## src/rtl/avr_spi_pkg.sv

```systemverilog
// Shared types and helpers for the AVR-compatible SPI block (master and slave paths).
package avr_spi_pkg;

  typedef struct packed {
    logic       spe;
    logic       dord;
    logic       mstr;
    logic       cpol;
    logic       cpha;
    logic [1:0] spr;
  } spcr_t;

  typedef enum logic [1:0] {
    MstrIdle,
    MstrSetup,
    MstrShift,
    MstrDone
  } mstr_state_t;

  // SCK half-period in core clock cycles, indexed by {SPI2X, SPR}.
  function automatic logic [6:0] spi_half_period(input logic spi2x, input logic [1:0] spr);
    logic [6:0] h;
    case ({spi2x, spr})
      3'b000:  h = 7'd2;
      3'b001:  h = 7'd8;
      3'b010:  h = 7'd32;
      3'b011:  h = 7'd64;
      3'b100:  h = 7'd1;
      3'b101:  h = 7'd4;
      3'b110:  h = 7'd16;
      default: h = 7'd32;
    endcase
    return h;
  endfunction

endpackage

```

## src/rtl/avr_spi_mstr_clkgen.sv

```systemverilog
// SCK generator for the SPI master: half-period divider, SCK toggle flop and edge counter.
// lead_o/trail_o/last_o pulse in the cycle an edge is generated; SCK shows it one cycle later.
module avr_spi_mstr_clkgen
  import avr_spi_pkg::*;
(
  input  logic       clk,
  input  logic       rst,
  input  logic       start_i,
  input  logic       run_i,
  input  logic       cpol_i,
  input  logic [6:0] half_i,
  output logic       sck_o,
  output logic       lead_o,
  output logic       trail_o,
  output logic       last_o
);

  logic [5:0] reload_q;
  logic [5:0] cnt_q;
  logic [3:0] edge_q;
  logic       sck_q;
  logic       expire;

  assign expire  = run_i && (cnt_q == 6'd0);
  assign lead_o  = expire && !edge_q[0];
  assign trail_o = expire && edge_q[0];
  assign last_o  = expire && (edge_q == 4'd15);
  assign sck_o   = sck_q;

  always_ff @(posedge clk) begin
    if (rst) begin
      reload_q <= 6'd0;
      cnt_q    <= 6'd0;
      edge_q   <= 4'd0;
      sck_q    <= 1'b0;
    end else if (start_i) begin
      reload_q <= 6'(half_i - 7'd1);
      cnt_q    <= 6'(half_i - 7'd1);
      edge_q   <= 4'd0;
      sck_q    <= cpol_i;
    end else if (expire) begin
      cnt_q  <= reload_q;
      edge_q <= edge_q + 4'd1;
      sck_q  <= ~sck_q;
    end else if (run_i) begin
      cnt_q <= cnt_q - 6'd1;
    end else begin
      // Idle (or aborting): SCK tracks the live CPOL.
      sck_q <= cpol_i;
    end
  end

endmodule

```

## src/rtl/avr_spi_mstr_xfer.sv

```systemverilog
// Master-side SPI shift engine in the core clock domain: one byte per accepted start.
// AVR_SPI_MSTR_DORD_EN builds LSB-first support; without it transfers are always MSB first.
module avr_spi_mstr_xfer
  import avr_spi_pkg::*;
#(
  parameter logic IDLE_MOSI = 1'b1
) (
  input  logic       clk,
  input  logic       rst,
  input  spcr_t      core_mstr_spcr,
  input  logic       core_mstr_spi2x,
  input  logic       core_mstr_start,
  input  logic [7:0] core_mstr_txd,
  input  logic       misoi,
  output logic       scko,
  output logic       mosio,
  output logic [7:0] mstr_core_rxd,
  output logic       mstr_core_done,
  output logic       mstr_core_busy,
  output logic       mstr_core_wcol
);

  mstr_state_t state_q;
  logic [7:0]  sh_q;
  logic [7:0]  rxd_q;
  logic        mosi_q, done_q, busy_q, wcol_q, cpha_q, rxbit_q;
  logic        enabled, accept, running, lead, trail, last;
  logic        rx_in, first_bit, out_bit, next_bit;
  logic [7:0]  sh_shift;

  assign enabled = core_mstr_spcr.spe && core_mstr_spcr.mstr;
  assign accept  = core_mstr_start && enabled && (state_q == MstrIdle);
  assign running = ((state_q == MstrSetup) || (state_q == MstrShift)) && core_mstr_spcr.spe;
  // CPHA=0 samples on the leading edge and shifts on the trailing one.
  assign rx_in   = cpha_q ? misoi : rxbit_q;

`ifdef AVR_SPI_MSTR_DORD_EN
  logic dord_q;
  assign first_bit = core_mstr_spcr.dord ? core_mstr_txd[0] : core_mstr_txd[7];
  assign out_bit   = dord_q ? sh_q[0] : sh_q[7];
  assign next_bit  = dord_q ? sh_q[1] : sh_q[6];
  assign sh_shift  = dord_q ? {rx_in, sh_q[7:1]} : {sh_q[6:0], rx_in};
`else
  logic unused_dord;
  assign unused_dord = core_mstr_spcr.dord;
  assign first_bit   = core_mstr_txd[7];
  assign out_bit     = sh_q[7];
  assign next_bit    = sh_q[6];
  assign sh_shift    = {sh_q[6:0], rx_in};
`endif

  avr_spi_mstr_clkgen u_clkgen (
    .clk     (clk),
    .rst     (rst),
    .start_i (accept),
    .run_i   (running),
    .cpol_i  (core_mstr_spcr.cpol),
    .half_i  (spi_half_period(core_mstr_spi2x, core_mstr_spcr.spr)),
    .sck_o   (scko),
    .lead_o  (lead),
    .trail_o (trail),
    .last_o  (last)
  );

  always_ff @(posedge clk) begin
    if (rst) begin
      state_q <= MstrIdle;
      sh_q    <= 8'h00;
      rxd_q   <= 8'h00;
      mosi_q  <= IDLE_MOSI;
      done_q  <= 1'b0;
      busy_q  <= 1'b0;
      wcol_q  <= 1'b0;
      cpha_q  <= 1'b0;
      rxbit_q <= 1'b0;
`ifdef AVR_SPI_MSTR_DORD_EN
      dord_q  <= 1'b0;
`endif
    end else begin
      done_q <= 1'b0;
      wcol_q <= core_mstr_start && enabled && (state_q != MstrIdle);
      unique case (state_q)
        MstrIdle: begin
          if (accept) begin
            state_q <= MstrSetup;
            busy_q  <= 1'b1;
            cpha_q  <= core_mstr_spcr.cpha;
            sh_q    <= core_mstr_txd;
            mosi_q  <= core_mstr_spcr.cpha ? IDLE_MOSI : first_bit;
`ifdef AVR_SPI_MSTR_DORD_EN
            dord_q  <= core_mstr_spcr.dord;
`endif
          end
        end
        MstrSetup, MstrShift: begin
          if (!core_mstr_spcr.spe) begin
            state_q <= MstrIdle;
            busy_q  <= 1'b0;
            mosi_q  <= IDLE_MOSI;
          end else begin
            if (lead) begin
              if (cpha_q) mosi_q <= out_bit;
              else        rxbit_q <= misoi;
            end
            if (trail) begin
              sh_q <= sh_shift;
              if (!cpha_q && !last) mosi_q <= next_bit;
            end
            if (last)      state_q <= MstrDone;
            else if (lead) state_q <= MstrShift;
          end
        end
        MstrDone: begin
          state_q <= MstrIdle;
          busy_q  <= 1'b0;
          done_q  <= 1'b1;
          rxd_q   <= sh_q;
          mosi_q  <= IDLE_MOSI;
        end
        default: state_q <= MstrIdle;
      endcase
    end
  end

  assign mosio          = mosi_q;
  assign mstr_core_rxd  = rxd_q;
  assign mstr_core_done = done_q;
  assign mstr_core_busy = busy_q;
  assign mstr_core_wcol = wcol_q;

endmodule

```

## config.mk

```make
export PLATFORM = sky130hd
export DESIGN_NAME = avr_spi_mstr_xfer
export DESIGN_NICKNAME = d
export VERILOG_FILES = /design/src/rtl/avr_spi_pkg.sv /design/src/rtl/avr_spi_mstr_clkgen.sv /design/src/rtl/avr_spi_mstr_xfer.sv
export SDC_FILE = /design/constraint.sdc
export NUM_CORES = 1
export LEC_CHECK = 0
export CAP_MARGIN = 30
export CORE_MARGIN = 8
export CORE_UTILIZATION = 35
export DETAILED_ROUTE_END_ITERATION = 10
export HOLD_SLACK_MARGIN = 0.15
export PLACE_DENSITY = 0.66
export SYNTH_ARGS = -nofsm -noshare
export SYNTH_HDL_FRONTEND = slang
export SYNTH_HIERARCHICAL = 1
export SYNTH_SLANG_ARGS = --single-unit
```

## constraint.sdc

```tcl
create_clock -name clk -period 3.1 [get_ports clk]
set_clock_uncertainty 0.05 [all_clocks]
set_input_delay 0.62 -clock clk [delete_from_list [all_inputs] [get_ports clk]]
set_output_delay 0.62 -clock clk [all_outputs]
set_load 0.02 [all_outputs]
```

Word-level counts from Yosys, hierarchy flattened
Cells that the tools add are included.
Word-level totals
  register bits: 41
  input bits: 20
  output and inout port bits: 13
  word-level logic and storage cells: 89
Operators by class
  add/sub/neg operators: 3
  equality and inequality tests: 15
  multiplexer cells: 29
  bitwise logic cells: 2
  reduce and logical (&&, ||, !) cells: 27
Operator list (count)
  $pmux 6 s6: 1
  $mux 8: 3
  $mux 6: 3
  $pmux 8 s2: 1
  $mux 1: 14
  $sub 6x1->6 const B: 2
  $logic_and 1x1->1: 10
  $eq 3x3->1 const B: 3
  $mux 2: 4
  $ne 2x2->1 const B: 4
  $reduce_and 4->1: 2
  $logic_not 6->1: 1
  $pmux 1 s3: 2
  $pmux 2 s3: 1
  $reduce_and 2->1: 3
  $add 4x1->4 const B: 1
  $eq 2x2->1 const B: 2
  $eq 4x4->1 const B: 1
  $ne 4x4->1 const B: 1
  $reduce_bool 2->1: 2
  $reduce_or 2->1: 2
  $eq 3x1->1 const B: 1
  $eq 3x2->1 const B: 1
  $logic_not 1->1: 3
  other kinds (7): 8

Depth between registers and ports, before layout
  depth in word-level cells: 11
  mapped depth: 12
  depth with buffers taken out: 9

Cells and area by module
The synthesis kept the hierarchy.
By module, submodules not included
  avr_spi_mstr_xfer: times used 1, cells an instance 125, area an instance 1166.1 um^2, sequential area each 480.5 um^2
  avr_spi_mstr_clkgen: times used 1, cells an instance 112, area an instance 965.9 um^2, sequential area each 340.3 um^2

Worst setup path after synthesis
No wires, ideal clock.
  path kind: flip-flop to flip-flop
  start: reg state_q[0]
  end: reg mosi_q, in the netlist mosio
  setup time: 58 ps
  arrival time: 2442 ps
  required time: 2992 ps
  path slack: 550 ps
  cell stages (with the launch flop): 12
  path buffers: 2
  period minus slack after synthesis: 2550 ps
  cells stage by stage: dfxtp_1 > inv_1 > ha_1 > and2_2 > clkbuf_1 > clkbuf_1 > nand4_1 > nor2_1 > nor3b_1 > and4bb_2 > a2111oi_0 > or3_1
Between the ends
  cells in the longest elaborated chain, start to end: 11
  elaborated cells between the ends (all ways): 20
  those cells by class: 4 x eq/ne; 5 x mux; 11 x reduce/logical
Ends and longest elaborated chain
  from (decl): line avr_spi_mstr_xfer.sv:23  | mstr_state_t state_q;
  from (signal assigned): line avr_spi_mstr_xfer.sv:67  | state_q <= MstrIdle;
  from (signal assigned): line avr_spi_mstr_xfer.sv:85  | state_q <= MstrSetup;
  from (signal assigned): line avr_spi_mstr_xfer.sv:97  | state_q <= MstrIdle;
  $eq 2x1->1 / $eq 2x2->1 (equally long branches): line avr_spi_mstr_xfer.sv:33  | assign running = ((state_q == MstrSetup) || (state_q == MstrShift)) && core_mstr_spcr.spe;
  $logic_or 1x1->1 *: line avr_spi_mstr_xfer.sv:33
  $logic_and 1x1->1 *: line avr_spi_mstr_xfer.sv:33
  net running: line avr_spi_mstr_xfer.sv:27  | logic enabled, accept, running, lead, trail, last;
  $logic_and 1x1->1 *: line avr_spi_mstr_clkgen.sv:24  | assign expire = run_i && (cnt_q == 6'd0);
  $logic_and 1x1->1 *: line avr_spi_mstr_clkgen.sv:27  | assign last_o = expire && (edge_q == 4'd15);
  net last: line avr_spi_mstr_xfer.sv:27
  $logic_not 1->1 *: line avr_spi_mstr_xfer.sv:107  | if (!cpha_q && !last) mosi_q <= next_bit;
  $logic_and 1x1->1 *: line avr_spi_mstr_xfer.sv:107
  $mux 1 *: line avr_spi_mstr_xfer.sv:107
  $mux 1 *: line avr_spi_mstr_xfer.sv:105  | if (trail) begin
  $mux 1 *: line avr_spi_mstr_xfer.sv:96  | if (!core_mstr_spcr.spe) begin
  $pmux 1 s3 *: line avr_spi_mstr_xfer.sv:82  | unique case (state_q)
  to (signal assigned): line avr_spi_mstr_xfer.sv:89  | mosi_q <= core_mstr_spcr.cpha ? IDLE_MOSI : first_bit;
  to (signal assigned): line avr_spi_mstr_xfer.sv:102  | if (cpha_q) mosi_q <= out_bit;
  to (signal assigned): line avr_spi_mstr_xfer.sv:107
  to (decl): line avr_spi_mstr_xfer.sv:26  | logic mosi_q, done_q, busy_q, wcol_q, cpha_q, rxbit_q;
Mark *: on every way through the listed nets, which the timed path passes. The rest lies on a longest branch.
A chain may end at the register's enable or synchronous reset.

Worst setup path after layout
  start: in core_mstr_spcr[6] in the netlist's numbering
  end: reg mosi_q, in the netlist mosio
Between the ends
  elaborated cells between the ends (all ways): 16
  those cells by class: 1 x eq/ne; 5 x mux; 10 x reduce/logical
RTL lines
  from (decl): line avr_spi_mstr_xfer.sv:10  | input spcr_t core_mstr_spcr,
  $logic_and 1x1->1 *: line avr_spi_mstr_xfer.sv:33
  $logic_and 1x1->1 *: line avr_spi_mstr_clkgen.sv:24
  $logic_and 1x1->1 *: line avr_spi_mstr_clkgen.sv:25  | assign lead_o = expire && !edge_q[0];
  net lead: line avr_spi_mstr_xfer.sv:27
  $mux 1 *: line avr_spi_mstr_xfer.sv:101  | if (lead) begin
  $mux 1: line avr_spi_mstr_xfer.sv:107
  $mux 1 *: line avr_spi_mstr_xfer.sv:105
  $mux 1 *: line avr_spi_mstr_xfer.sv:96
  $pmux 1 s3 *: line avr_spi_mstr_xfer.sv:82
Marks and branches as above.

==> impl_metrics.csv <==
group,metric,value,unit
flow_run,drv_cap,0,
die,die_h,93.9,um
clock_network,cts_sinks,41,
cells_and_area,layout.cells.non_filler,344,
clock_network,clock_path_buffers,2,
timing,tns,0,ns
power,peakVddDrop,0.214,mV
logic_synthesis,yosysWarnings,6,
die,core_area,5890,um2
worst_setup_path,rrSetupSlack,0.69,ns
worst_setup_path,startpoint_type,"input pin",
cells_and_area,area_delta_synth_final,22.9,%
route,dr.first_iter.drc_count,74,
placement,gp_congestion,0.752,
clock_network,cts_tree,"built",
worst_setup_path,path_class,"in -> reg",
logic_synthesis,netlist_area,2120,um2
clock_network,cts_resized,0,
power,power.density,533,nW/um2
route,firstDrtPassIters,4,
route,antenna_left,0,
power,p_leak,0.000958,uW
worst_setup_path,crit_path_end_kind,"flop",
logic_synthesis,synth.avg_cell_area,9.04,um2
clock_network,root_buffer,"clkbuf_8",
worst_setup_path,crit_arrival,2.65,ns
worst_setup_path,cp.required,3.23,ns
global_routing,grt-ovfl-total,0,
die,start_util,0.361,
global_routing,grt_use_total,0.112,
clock_network,path_clk_slew,0.08,ns
die,rows,28,
timing,max_freq,0.397,GHz
logic_synthesis,syn_inst,235,
placement,dpl.cell_count,336,
clock_network,cts_hold_buffers,0,
timing,period_minus_slack,2.52,ns
die,dieArea,8820,um2
global_routing,grt_pass1_vias,1727,
timing,relSlewSlack,0.562,
cells_and_area,num_antenna_cells,0,
timing,hold_violations,0,
placement,place_hpwl,3360,um
worst_setup_path,cp_max_fo,14,
logic_synthesis,synth_fp_nets,261,
cells_and_area,final_cell_mix,"41 x dfxtp_1, 31 x clkdlybuf4s50_1, 30 x nor2_1",
cells_and_area,nNetsFinal,294,
route,wl,4610,um
cells_and_area,final_common_cell,"dfxtp_1",
power,power,1390,uW
route,routedWlPerCell,13.4,um
placement,dpl_cell_area,2520,um2
timing,worst_slew_pin_slew,0.658,ns
die,io_pins,33,
die,die_x,93.9,um
clock_network,post_cts_buffers,0,
placement,port_buffers,31,
min_path,min_path_type,"reg -> reg",
global_routing,grt_max_degree,18,
global_routing,grt_pass1_wl,8080,um
route,drcViolationCount,0,
cells_and_area,final_cell_area,2610,um2
global_routing,antenna_found_initial,0,
timing,slew_viol_final,0,
timing,rsz0062_at_grt,"false",
cells_and_area,final_core_util,0.443,
cells_and_area,drive_gt1_frac,0.100,
timing,setup-violations-final,0,
clock_network,clk_latency,0.29,ns
route,vias,1770,
clock_network,htreeDepth,2,
route,avgViaCountPerCell,5.15,
timing,fin_crit_sh,0.813,
clock_network,cts_made_buffers,5,
status,status,"finished, final reports clean",
-- sequential cells by signal, indices dropped and copies added (netlist names) --
| register | cells |
|---|---|
| mstr_core_busy | 1 |
| u_clkgen/reload_q | 6 |
| cpha_q | 1 |
| mstr_core_wcol | 1 |
| u_clkgen/cnt_q | 6 |
| u_clkgen/sck_o | 1 |
| sh_q | 8 |
| state_q | 2 |
| mstr_core_done | 1 |
| u_clkgen/edge_q | 4 |
| mosio | 1 |
| rxbit_q | 1 |
| mstr_core_rxd | 8 |
-- area by class of cell --
type,instances,area [um2]
well taps,75,93.8
repair buffers,39,370
clock buffers,5,68.8
multi-input cells,173,1210
clock inverters,3,17.5
flip-flops and latches,41,821
fillers,618,3280
inverters,8,30.0
-- final timing paths --
path                        start                    to  cells after the start
max             core_mstr_spcr[6]                 mosio                      8
min          u_clkgen/reload_q[1]  u_clkgen/reload_q[1]                      1
max reg2reg            state_q[1]                 mosio                      9
min reg2reg  u_clkgen/reload_q[1]  u_clkgen/reload_q[1]                      1
-- stage by stage --
step | hold WS [ns] | worst slack [ns]
after CTS | 0.418 | 0.628
after detailed placement | 0.400 | 0.318
after global routing | 0.431 | 0.484
after floorplan | 0.377 | 0.550
final | 0.418 | 0.581
after global placement | 0.389 | 0.317
-- report_power, final --
group	switching [uW]	leakage (uW)	internal [uW]	total [uW]
registers	47.7	0.000334	578	626
clock network	183	0.0000439	155	339
logic	226	0.000580	200	426
total	457	0.000958	934	1390
-- critical path, stage by stage --
cell             delay [ns]
clkdlybuf4s50_1        0.47
and2_2                 0.31
nand3_1                0.27
nor2_1                 0.25
nand2_1                0.10
mux2i_1                0.16
a2111oi_0              0.11
or3_1                  0.36
-- routing by layer --
| layer | up-vias | track usage | part of all wire |
|---|---|---|---|
| met5 | - | 0 | 0 |
| met2 | 34 | 0.180 | 0.45 |
| met3 | 6 | 0.0288 | 0.043 |
| met1 | 827 | 0.138 | 0.49 |
| met4 | 0 | 0.0436 | 0.016 |
| li1 | 903 | - | - |
No activity file was read; power rests on OpenSTA's default activity.
